===== src/rtl/lcd_driver.sv =====
`default_nettype none
// ============================================================================
// lcd_driver : LCD panel timing generator (HS/VS/DE, look-ahead pixel request)
// Rev 1.0
// ============================================================================
module lcd_driver #(
   parameter int   H_SYNC     = 96,
   parameter int   H_BACK     = 48,
   parameter int   H_DISP     = 640,
   parameter int   H_FRONT    = 16,
   parameter int   V_SYNC     = 2,
   parameter int   V_BACK     = 33,
   parameter int   V_DISP     = 480,
   parameter int   V_FRONT    = 10,
   parameter logic SYNC_POL   = 1'b0,
   parameter int   ADDR_AHEAD = 2
) (
   input  logic        clk,
   input  logic        rst_n,
   input  logic        timing_en,
   input  logic [23:0] lcd_data,
   output logic        lcd_request,
   output logic [10:0] lcd_xpos,
   output logic [10:0] lcd_ypos,
   output logic        lcd_hs,
   output logic        lcd_vs,
   output logic        lcd_en,
   output logic [23:0] lcd_rgb,
   output logic        frame_done
);

   // Bounds are 12 bits so an end bound of exactly 2048 still compares correctly.
   localparam logic [11:0] c_h_last    = 12'(H_SYNC + H_BACK + H_DISP + H_FRONT - 1);
   localparam logic [11:0] c_v_last    = 12'(V_SYNC + V_BACK + V_DISP + V_FRONT - 1);
   localparam logic [11:0] c_h_sync    = 12'(H_SYNC);
   localparam logic [11:0] c_v_sync    = 12'(V_SYNC);
   localparam logic [11:0] c_ha        = 12'(H_SYNC + H_BACK);
   localparam logic [11:0] c_ha_end    = 12'(H_SYNC + H_BACK + H_DISP);
   localparam logic [11:0] c_va        = 12'(V_SYNC + V_BACK);
   localparam logic [11:0] c_va_end    = 12'(V_SYNC + V_BACK + V_DISP);
   localparam logic [11:0] c_req_start = 12'(H_SYNC + H_BACK - ADDR_AHEAD);
   localparam logic [11:0] c_req_end   = 12'(H_SYNC + H_BACK + H_DISP - ADDR_AHEAD);

   logic [10:0] hcnt_q, hcnt_d;
   logic [10:0] vcnt_q, vcnt_d;
   logic        hs_q, hs_d;
   logic        vs_q, vs_d;
   logic        en_q, en_d;
   logic        req_q, req_d;
   logic        fd_q, fd_d;
   logic [10:0] xpos_q, xpos_d;
   logic [10:0] ypos_q, ypos_d;

   logic [11:0] w_h;
   logic [11:0] w_v;
   logic        w_vact;
   logic        w_req;

   assign w_h    = {1'b0, hcnt_q};
   assign w_v    = {1'b0, vcnt_q};
   assign w_vact = (w_v >= c_va) && (w_v < c_va_end);
   assign w_req  = w_vact && (w_h >= c_req_start) && (w_h < c_req_end);

   always_comb begin
      hcnt_d = hcnt_q + 11'd1;
      vcnt_d = vcnt_q;
      if (w_h == c_h_last) begin
         hcnt_d = '0;
         vcnt_d = (w_v == c_v_last) ? 11'd0 : vcnt_q + 11'd1;
      end
      if (!timing_en) begin
         hcnt_d = '0;
         vcnt_d = '0;
      end
   end

   // Registered decodes of the current counters; inactive while timing is held.
   always_comb begin
      hs_d   = ~SYNC_POL;
      vs_d   = ~SYNC_POL;
      en_d   = 1'b0;
      req_d  = 1'b0;
      fd_d   = 1'b0;
      xpos_d = '0;
      ypos_d = '0;
      if (timing_en) begin
         hs_d   = (w_h < c_h_sync) ? SYNC_POL : ~SYNC_POL;
         vs_d   = (w_v < c_v_sync) ? SYNC_POL : ~SYNC_POL;
         en_d   = w_vact && (w_h >= c_ha) && (w_h < c_ha_end);
         req_d  = w_req;
         fd_d   = (w_h == c_h_last) && (w_v == c_v_last);
         xpos_d = w_req  ? (hcnt_q - c_req_start[10:0]) : 11'd0;
         ypos_d = w_vact ? (vcnt_q - c_va[10:0])        : 11'd0;
      end
   end

   always_ff @(posedge clk or negedge rst_n) begin
      if (!rst_n) begin
         hcnt_q <= '0;
         vcnt_q <= '0;
         hs_q   <= ~SYNC_POL;
         vs_q   <= ~SYNC_POL;
         en_q   <= 1'b0;
         req_q  <= 1'b0;
         fd_q   <= 1'b0;
         xpos_q <= '0;
         ypos_q <= '0;
      end else begin
         hcnt_q <= hcnt_d;
         vcnt_q <= vcnt_d;
         hs_q   <= hs_d;
         vs_q   <= vs_d;
         en_q   <= en_d;
         req_q  <= req_d;
         fd_q   <= fd_d;
         xpos_q <= xpos_d;
         ypos_q <= ypos_d;
      end
   end

   assign lcd_hs      = hs_q;
   assign lcd_vs      = vs_q;
   assign lcd_en      = en_q;
   assign lcd_request = req_q;
   assign frame_done  = fd_q;
   assign lcd_xpos    = xpos_q;
   assign lcd_ypos    = ypos_q;
   // Display stage latency equals ADDR_AHEAD, so returned data lines up with DE.
   assign lcd_rgb     = en_q ? lcd_data : 24'h0;

endmodule
`default_nettype wire


===== config.mk =====
export PLATFORM = sky130hd
export DESIGN_NAME = lcd_driver
export DESIGN_NICKNAME = d
export VERILOG_FILES = /design/src/rtl/lcd_driver.sv
export SDC_FILE = /design/constraint.sdc
export NUM_CORES = 1
export LEC_CHECK = 0
export CELL_PAD_IN_SITES_DETAIL_PLACEMENT = 1
export CELL_PAD_IN_SITES_GLOBAL_PLACEMENT = 1
export CORE_ASPECT_RATIO = 0.5
export CORE_UTILIZATION = 32
export DETAILED_ROUTE_END_ITERATION = 6
export GPL_TIMING_DRIVEN = 0
export PLACE_DENSITY = 0.81
export SLEW_MARGIN = 20
export SYNTH_ARGS = -nofsm -noshare
export SYNTH_HDL_FRONTEND = slang
export SYNTH_SLANG_ARGS = --single-unit
export TNS_END_PERCENT = 5

===== constraint.sdc =====
create_clock -name clk -period 2.2 [get_ports clk]
set_clock_uncertainty 0.2 [all_clocks]
set_input_delay 0.33 -clock clk [delete_from_list [all_inputs] [get_ports clk]]
set_output_delay 0.33 -clock clk [all_outputs]
set_load 0.03 [all_outputs]

==> metrics.txt <==
status complete, but fails checks; failing checks setup timing; area of the mapped netlist around 2600 um^2; Ant. Diodes 0; crit-path max FO 8; Tmin final 2351 ps; flops & latches, synth 49; port buffer count 77; Max Fclk 425.3 MHz; Detailed Route Iter0 Violations ~130; CTS buffer count 5; RSZ-0062 raised after global routing yes; Core Util, Final 51.98%; number of fillers in the final layout 871; flop-to-flop setup slack -150 ps; maximum vdd drop 255.0 uV; synthesis-to-finish area growth 50.88%; Initial Util around a third; DR vias 2481; GR Util All Layers 20.41%; CTS tree done; die area 8627 um^2; IO Count 78; # Max-Cap Violations 0; placed insts 460; Die Ht ~66 um; First-pass DRT Iterations 4; antenna violations before repair 0; Worst Setup EP vcnt_q[7]; Detailed Place HPWL 5.889 mm; largest net degree at the start of global routing 35; Final period util 106.9%; Unique masters post-synth 51; Post-synth EDFFs 0; PD cells approximately 480 nW/um^2; critical path arrival roughly 2300 ps; worst slack, placed -425.9 ps; CP required ~2200 ps; setup TNS -1190 ps; Crit path top cell by count buf_6; Largest delay share family, worst path simple AND/OR/NAND/NOR gates; P_leak 1.803 nW; RR Endpoint vcnt_q[7]; Buf+Inv Stages, Crit Path 2; sequential-to-total area share from yosys stat 46.61%; Setup crit end kind flop; CP Cell Sequence buf_6 -> or4_4 -> o41ai_4 -> buf_6 -> o31ai_4 -> mux2_4; Fin. Hold Viols 0; final WL roughly 8.6 mm; startpoint types flop; highest cell delay on the worst timing path 600 ps; syn avg cell area between 9 and 10 um^2; Worst-path clk slew roughly 60 ps; Critical Path Start vcnt_q[6]; Ys Warns 0; non-filler cells, final between 400 and 500; Final ANT Viol Nets 0; Slowest cell on crit path or4_4; PnR worst setup slack -151.4 ps; reg2reg path depth 6; ys async rst share 100.0%; Final Max Tran Viols 0; Root Driver clkbuf_16; critical path depth 6; final setup fails 21; Max H-tree Level 2; cells after synthesis 274; Worst Hold Class in -> async; DIE WIDTH 130.4 um; WL/cell 17.88 um; first-pass GRT wire length ~13 mm; Longest Clk Path Bufs 2; worst-skew pair later-pin latency 290 ps; vias in the first global route about 2600; Hold Worst Slack between 300 and 400 ps; Rel. slew slack 58.15%; Post-route DRC 0; layout cell share with drive strength beyond 1 17.52%; routability cong. 0.8440; CP Class reg -> reg; Post-Syn Nets 305; GR Overflow Total 0; Vias/cell 5.180; clock sink count just under 50; row count 22; core box area 7652 um^2; dominant synthesized flop cell dfrtp_1; reg2reg start vcnt_q[6]; Final #Nets 402; Worst Max-Slew Pin Slew 627.7 ps
==> timing repair <==
action | 4_1_cts | 5_1_grt
resized for setup | 43 | 24
buffers inserted | 2 | 16
gates cloned | 0 | 0
pin swaps | 2 | 8
setup endpoints to repair | 63 | 42
hold buffers | 1 | 0
hold endpoints to repair | 14 | 0
==> power breakdown <==
part / total, mW / switching (mW) / internal (mW)
clock network: 0.857 / 0.329 / 0.528
registers: 0.918 / 0.00932 / 0.909
logic: 0.132 / 0.0597 / 0.0719
==> Yosys cell counts (4+ instances only) <==
cell	count	share of area, %
o21ai_0	5	0.95
a21oi_1	7	1.3
nand2b_1	4	0.95
ha_1	4	1.9
xor2_1	7	2.3
nor2_1	27	3.8
and2_1	27	6.4
clkbuf_1	15	2.1
and3_1	6	1.4
nor3_1	15	2.8
nor4_1	5	1.2
nand2_1	10	1.4
dfrtp_1	47	45
nor2b_1	4	0.95
nand4_1	5	1.2
inv_1	6	0.85
nand3_1	11	2.1
xnor2_1	14	4.7
o31ai_1	5	1.4
or3_1	6	1.4
==> cells in the final DEF, fill, tap and decap left out, types with 6 or more instances in the layout <==
| cell | Yosys | final |
|---|---|---|
| a21oi_1 | 7 | 7 |
| and2_1 | 27 | 27 |
| and3_1 | 6 | 6 |
| buf_4 | 0 | 18 |
| clkbuf_1 | 15 | 6 |
| clkdlybuf4s50_1 | 0 | 56 |
| dfrtp_1 | 47 | 40 |
| dfrtp_2 | 0 | 7 |
| dlygate4sd2_1 | 0 | 20 |
| inv_1 | 6 | 6 |
| nand2_1 | 10 | 9 |
| nand3_1 | 11 | 11 |
| nor2_1 | 27 | 26 |
| nor3_1 | 15 | 15 |
| xnor2_1 | 14 | 14 |
| xor2_1 | 7 | 7 |
==> registers in the layout (all words and copies together) (netlist names) <==
register     count
frame_done       1
lcd_en           1
hcnt_q          11
lcd_xpos        11
lcd_request      1
lcd_ypos        11
vcnt_q          11
lcd_vs           1
lcd_hs           1
==> per-layer routing <==
metal,track usage [%],routed length [um],vias up,share of wire [%]
met5,0,0,-,0
met2,38.30,4445,89,52
li1,-,-,1146,-
met4,7.759,200,0,2.3
met3,4.531,582,18,6.8
met1,22.75,3335,1228,39
==> cell families (layout without fill, tap and decap cells) <==
kind of cell               after synthesis  count (layout)  share of synthesized area, %
muxes                                    2               2                        0.8068
and+or+nand+nor                        127             127                         26.39
adders and majority gates                4               4                         1.899
DFF                                     49              49                         46.61
xor gates and xnor gates                21              21                         6.977
AOI/OAI and AO/OA                       42              42                         12.44
buffers and inverters                   29             126                         4.888
==> cell type report <==
class | instances | area [um^2] | share of cell area [%]
Timing Repair Buffer | 97 | 909.6 | 22.87
Multi-Input combinational cell | 196 | 1395 | 35.07
Tap cell | 108 | 135.1 | 3.397
Inverter | 6 | 22.52 | 0.5662
Buffer | 16 | 117.6 | 2.957
Clock inverter | 2 | 35.03 | 0.8808
Clock buffer | 5 | 125.1 | 3.146
Sequential cell | 49 | 1237 | 31.11
==> metrics by stage <==
| stage | power (mW) | instance area (um^2) |
|---|---|---|
| after global routing | 1.969 | 3978 |
| after floorplan | 0.9620 | 2638 |
| after CTS | 1.901 | 3794 |
| after global placement | 1.040 | 3543 |
| after detailed placement | 1.047 | 3558 |
| final | 1.907 | 3978 |
==> worst register-to-register path, delay by kind of cell, from the launching register on <==
kind	cells	cell delay [ps]
flops	1	380
mux	1	270
simple gates	1	600
buf+inv	2	330
compound gates	2	450
==> worst min-delay path by stage <==
| stage | from | end | slack [ps] | cells after the start |
|---|---|---|---|---|
| floorplan | rst_n | frame_done | -170 | 0 |
| global placement | hcnt_q[1] | lcd_xpos[1] | 310 | 1 |
| detailed placement | rst_n | lcd_ypos[3] | 80 | 1 |
| CTS | rst_n | lcd_ypos[3] | 300 | 2 |
| global route | rst_n | lcd_ypos[3] | 350 | 2 |
| finish | rst_n | lcd_ypos[3] | 310 | 2 |
Power figures use the tool's default switching activity.
==> RTL edit 1 (same flow settings) <==
Change the parameter `SYNC_POL` from 1'b0 to 1'b1.
--- a/src/rtl/lcd_driver.sv
+++ b/src/rtl/lcd_driver.sv
@@ -14,3 +14,3 @@
    parameter int   V_FRONT    = 10,
-   parameter logic SYNC_POL   = 1'b0,
+   parameter logic SYNC_POL   = 1'b1,
    parameter int   ADDR_AHEAD = 2
Check against the original RTL: not equivalent (Yosys sat finds a counterexample within 4 cycles, from zero or initial values and one cycle with rst_n low).
==> RTL edit 1 against the unedited design <==
The flow still finishes with violations (negative setup slack); clock power up 3.4%; highest routed layer unchanged; cell area shrank 0.13%; critical path type unchanged; non-clock buffer count fell by 4; synthesized cell count fell by 0.36%; routed wire length rose by 7.0%; critical path depth fell by 1; worst setup slack worse by 0.037 ns; final cell count decreased by 1.0%; core utilization down 0.065 points; sequential cell count unchanged; sequential share of layout area fell by 0.15 points; area after synthesis increased by 0.14%; power is 0.82% higher.
==> RTL edit 1: results (changes against the unedited design) <==
| Metric | Value |
|---|---|
| Final Hold Slack | `0.319 ns (+0.0111 ns)` |
| Port bufs | `77 (unchanged)` |
| Top cells by count, synth | `49 x dfrtp_1, 27 x and2_1, 25 x nor2_1` |
| Peak supply drop | `0.273 mV (+7.1%)` |
| Net count, final | `396 (-1.5%)` |
| Largest net degree at the start of global routing | `31 (-11%)` |
| Starting DRT DRC Count | `81 (-40%)` |
| WL final | `9.17 mm (+7.0%)` |
| Asr flop ratio synth | `100% (unchanged)` |
| Worst-path clk slew | `0.07 ns` |
| Netlist cell types | `52 (+2.0%)` |
| Synth Area in XOR/XNOR | `6.64% (-0.34 points)` |
| YS warnings | `0 (unchanged)` |
| Final cell count without fillers | `474 (-1.0%)` |
| Placed Instances | `459 (-0.22%)` |
| Synth area leaders | `dfrtp_1 46%, and2_1 6.4%, xnor2_1 4.3%, nor2_1 3.6%, nor3_1 2.7%` |
| WHS Endpoint | `hcnt_q[0]` |
| Fillcell total | `867 (-0.46%)` |
| Worst path arrival time | `2.38 ns (+0.05 ns)` |
| Min-delay worst type | `reg -> reg` |
| Hpwl dp | `6.15 mm (+4.4%)` |
| Hold Crit Start | `hcnt_q[0]` |
| Status | `finished with violations` |
| Worst slew margin | `61.0% (+2.8 points)` |
| First-pass GRT wire length | `13.4 mm (+3.0%)` |
| Vias/cell | `5.37 (+3.7%)` |
| Failing checks | `negative setup slack` |
| Maximum fanout along the worst path | `8 (unchanged)` |
| Synthesized instance count | `273 (-0.36%)` |
| Reg-to-reg critical path endpoint | `lcd_en` |
| Worst hold stages | `1` |
| Clock buffer depth | `2 (unchanged)` |
| Worst slack at placement | `-0.423 ns (+0.00303 ns)` |
| Share of layout cells above drive strength 1 | `16.1% (-1.4 points)` |
| Leakage | `1.79 nW (-0.61%)` |
| Initial antenna violation count | `0 (unchanged)` |
| Seq/Total Area, Yosys | `46.4% (-0.16 points)` |
| Post-synthesis mux area share | `0.806% (-0.0011 points)` |
| Net count after synthesis | `304 (-0.33%)` |
| Register-to-Register Path Depth | `5 (-1)` |
| Vias in the first global route | `2627 (+2.8%)` |
| Global Route Usage Sum | `20.8% (+0.40 points)` |
| Synth Area in Compound Gates | `12.6% (+0.12 points)` |
| First-pass DRT Iterations | `4 (unchanged)` |
| Final worst slack | `-0.188 ns (-0.0367 ns)` |
| Post-Synth Adder-Cell Area | `1.90% (-0.0027 points)` |
| Final GP Congestion | `0.833 (-1.3%)` |
| Worst skew pair latency | `0.29 ns (about the same)` |
| Final Setup Violations | `35 (+67%)` |
| RR Startpoint | `vcnt_q[7]` |
## RTL edit 1: final cells by class
type / count / area share (%)
Buffer: 19 / 2.93
Clock buffer: 6 / 3.24
Clock inverter: 2 / 0.976
Inverter: 5 / 0.472
Multi-Input combinational cell: 195 / 36.1
Sequential cell: 49 / 31.0
Tap cell: 108 / 3.40
Timing Repair Buffer: 90 / 21.9
## RTL edit 1: kinds of logic after synthesis
logic type | count (synthesis)
adders and majority gates | 4
xor gates and xnor gates | 20
AOI/OAI and AO/OA | 41
and+or+nand+nor | 128
muxes | 2
DFF | 49
buffers and inverters | 29
## RTL edit 1: power by group
group,leakage (nW),switching (W),internal [W]
Combinational,1.04,0.0000566,0.0000647
Clock,0.0810,0.000347,0.000540
Sequential,0.673,0.00000834,0.000907
## RTL edit 1: worst max path at each step
stage,from,endpoint,slack (ns),cells after the start
after floorplan,vcnt_q[5],vcnt_q[7],-0.01,6
final,vcnt_q[7],lcd_en,-0.19,5
after global routing,hcnt_q[1],vcnt_q[10],-0.24,6
after CTS,vcnt_q[5],vcnt_q[7],-0.14,7
after detailed placement,hcnt_q[2],lcd_xpos[7],-0.42,5
after global placement,rst_n,lcd_xpos[5],-0.71,1
## RTL edit 1: repair_timing
item	in CTS	in global routing
setup buffers	3	7
resized for setup	38	24
pin swaps	9	9
hold endpoints to repair	19	0
hold buffers	1	0
gates cloned	0	1
endpoints found under the setup margin	62	42
## RTL edit 1: layer usage
metal | global-route usage, % | part of all wire, %
met5 | 0 | 0
met4 | 7.47 | 1.3
met3 | 4.21 | 7.0
met2 | 38.5 | 51
met1 | 24.0 | 41
## RTL edit 1: through the flow
| stage | utilization, % | total power, W | setup TNS [ns] | area (um^2) |
|---|---|---|---|---|
| global placement | 46.4 | 0.00104 | -40.38 | 3550 |
| CTS | 49.5 | 0.00193 | -2.08 | 3790 |
| detailed placement | 46.6 | 0.00105 | -9.14 | 3560 |
| finish | 51.9 | 0.00192 | -2.96 | 3970 |
| global route | 51.9 | 0.00198 | -5.57 | 3970 |
| floorplan | - | 0.000960 | -0.0232 | 2640 |
## RTL edit 1: worst max-delay path: stages (launching register included)
cell and delay (ns):
dfrtp_1 0.52, or4_4 0.59, nor4_4 0.42, o21bai_4 0.18
buf_8 0.17, a221oi_4 0.20
==> RTL edit 2 (config.mk and constraints unchanged) <==
Without the edit above. The output `lcd_xpos` loses its register stage (`xpos_q` becomes a continuous assignment).
--- a/src/rtl/lcd_driver.sv
+++ b/src/rtl/lcd_driver.sv
@@ -105,3 +105,2 @@
          fd_q   <= 1'b0;
-         xpos_q <= '0;
          ypos_q <= '0;
@@ -115,3 +114,2 @@
          fd_q   <= fd_d;
-         xpos_q <= xpos_d;
          ypos_q <= ypos_d;
@@ -119,2 +117,4 @@
    end
+
+   assign xpos_q = xpos_d;
 
Check against the original RTL: no difference found for any inputs over 10 cycles, from zero or initial values and one cycle with rst_n low; that may be too few to reach the edited logic, so the function may still have changed.
==> RTL edit 2 against the unedited design <==
The flow still finishes with violations (negative setup slack); count of clock-buffer cells in the layout is 2 higher; sequential cell count is 11 lower; power is 15% lower; cell area is 2.3% lower; worst setup slack worse by 0.56 ns; final cell count is 3.8% lower; routed wire length is 4.7% higher; area after synthesis is 14% lower; largest power group is now clock; highest routed layer unchanged.
==> RTL edit 2: results (changes against the unedited design) <==
| Metric | Value |
|---|---|
| Reg-to-reg critical path endpoint | `vcnt_q[4]` |
| Status | `finished with violations` |
| Leakage | `1.73 nW (-4.0%)` |
| Register-to-Register Path Depth | `7 (+1)` |
| Worst slew margin | `48.5% (-9.7 points)` |
| Reg2reg setup slack | `-0.32 ns (-0.17 ns)` |
| Net count, final | `399 (-0.75%)` |
| Port bufs | `76 (-1.3%)` |
| DR WL/cell | `19.4 um (+8.7%)` |
| TNS Setup | `-12.31 ns (-11.12 ns)` |
| Maximum fanout along the worst path | `10 (+2)` |
| Final GP Congestion | `0.810 (-4.0%)` |
| Syn avg cell area | `8.58 um^2 (-11%)` |
| Final Setup Violations | `42 (+100%)` |
| Top cells by count, synth | `36 x dfrtp_1, 29 x nor2_1, 25 x and2_1` |
| Worst path arrival time | `2.38 ns (+0.05 ns)` |
| Peak supply drop | `0.326 mV (+28%)` |
| Seq/Total Area, Yosys | `42.2% (-4.4 points)` |
| Final worst slack | `-0.708 ns (-0.557 ns)` |
| Crit path max-delay family | `compound AO/OA/AOI/OAI gates` |
| Final Hold Slack | `0.243 ns (-0.0646 ns)` |
| Vias/cell | `5.38 (+3.9%)` |
| Netlist cell types | `43 (-16%)` |
| Worst-path clk slew | `0.06 ns (about the same)` |
| Failing checks | `negative setup slack` |
| Hpwl dp | `5.20 mm (-12%)` |
| Synth area leaders | `dfrtp_1 40%, and2_1 6.9%, xnor2_1 5.4%, nor2_1 4.8%, nor3_1 3.8%` |
| Global Route Usage Sum | `24.4% (+4.0 points)` |
| Crit path largest cell delay | `0.44 ns (-0.16 ns)` |
| Share of layout cells above drive strength 1 | `27.4% (+9.9 points)` |
| Fillcell total | `755 (-13%)` |
| First-pass GRT wire length | `13.4 mm (+2.4%)` |
-- RTL edit 2: cell count changes in the layout (fill, tap and decap cells not counted), sizes merged, moves of 5 or more --
cell and change:
buf +19, dfrtp -11, or4 +7, inv +5, nor4 -5, a21oi +6, nand3 -6, clkbuf +5
clkdlybuf4s50 -12, nand2 +5
-- RTL edit 2: worst max-delay path by stage --
stage / startpoint / depth (start not counted) / endpoint
final: hcnt_q[1] / 7 / lcd_xpos[5]
after global routing: hcnt_q[1] / 7 / lcd_xpos[5]
after CTS: hcnt_q[2] / 7 / lcd_xpos[7]
after detailed placement: vcnt_q[1] / 7 / lcd_xpos[9]
after global placement: vcnt_q[1] / 7 / lcd_xpos[9]
after floorplan: hcnt_q[1] / 6 / lcd_xpos[0]
-- RTL edit 2: power breakdown --
group	total [W]	internal, W	switching, W
Combinational	0.000157	0.0000793	0.0000781
Sequential	0.000721	0.000710	0.0000102
Clock	0.000747	0.000450	0.000297
-- RTL edit 2: metal layers --
layer / global-route usage [%] / vias to the layer above / share of wire [%]
li1: - / 1112 / -
met1: 27.3 / 1237 / 39
met2: 46.1 / 110 / 52
met3: 5.65 / 23 / 6.1
met4: 11.6 / 0 / 2.9
met5: 0 / - / 0
-- RTL edit 2: timing repair --
action                                  CTS  global route
resized for setup                       141            20
setup buffers                            24             3
endpoints found under the setup margin   63            46
hold buffers                              1             0
endpoints found under the hold margin    37             0
gates cloned                              0             0
pin swaps                                21            12
-- RTL edit 2: cell type report --
class	instances	share of cell area (%)
clock buffer	7	3.67
tap	92	2.96
buffer	19	5.15
inverter	11	1.06
clock inverter	1	0.129
timing repair buffer	104	25.9
multi-input combinational	189	36.3
sequential	38	24.8
-- RTL edit 2: cell families after synthesis --
family	share of synthesized area [%]
buf+inv	6.60
simple gates	29.3
flops	42.2
xor+xnor	8.15
compound gates	11.5
fa+ha+maj	2.22
-- RTL edit 2: through the flow --
step / cell area (um^2) / instances / power, W / setup slack [ns]
detailed placement: 3350 / 432 / 0.000862 / -1.12
global placement: 3330 / 431 / 0.000854 / -1.06
floorplan: 2460 / 263 / 0.000780 / -0.288
finish: 3890 / 461 / 0.00162 / -0.708
global route: 3890 / 461 / 0.00167 / -0.786
CTS: 3830 / 461 / 0.00161 / -0.678
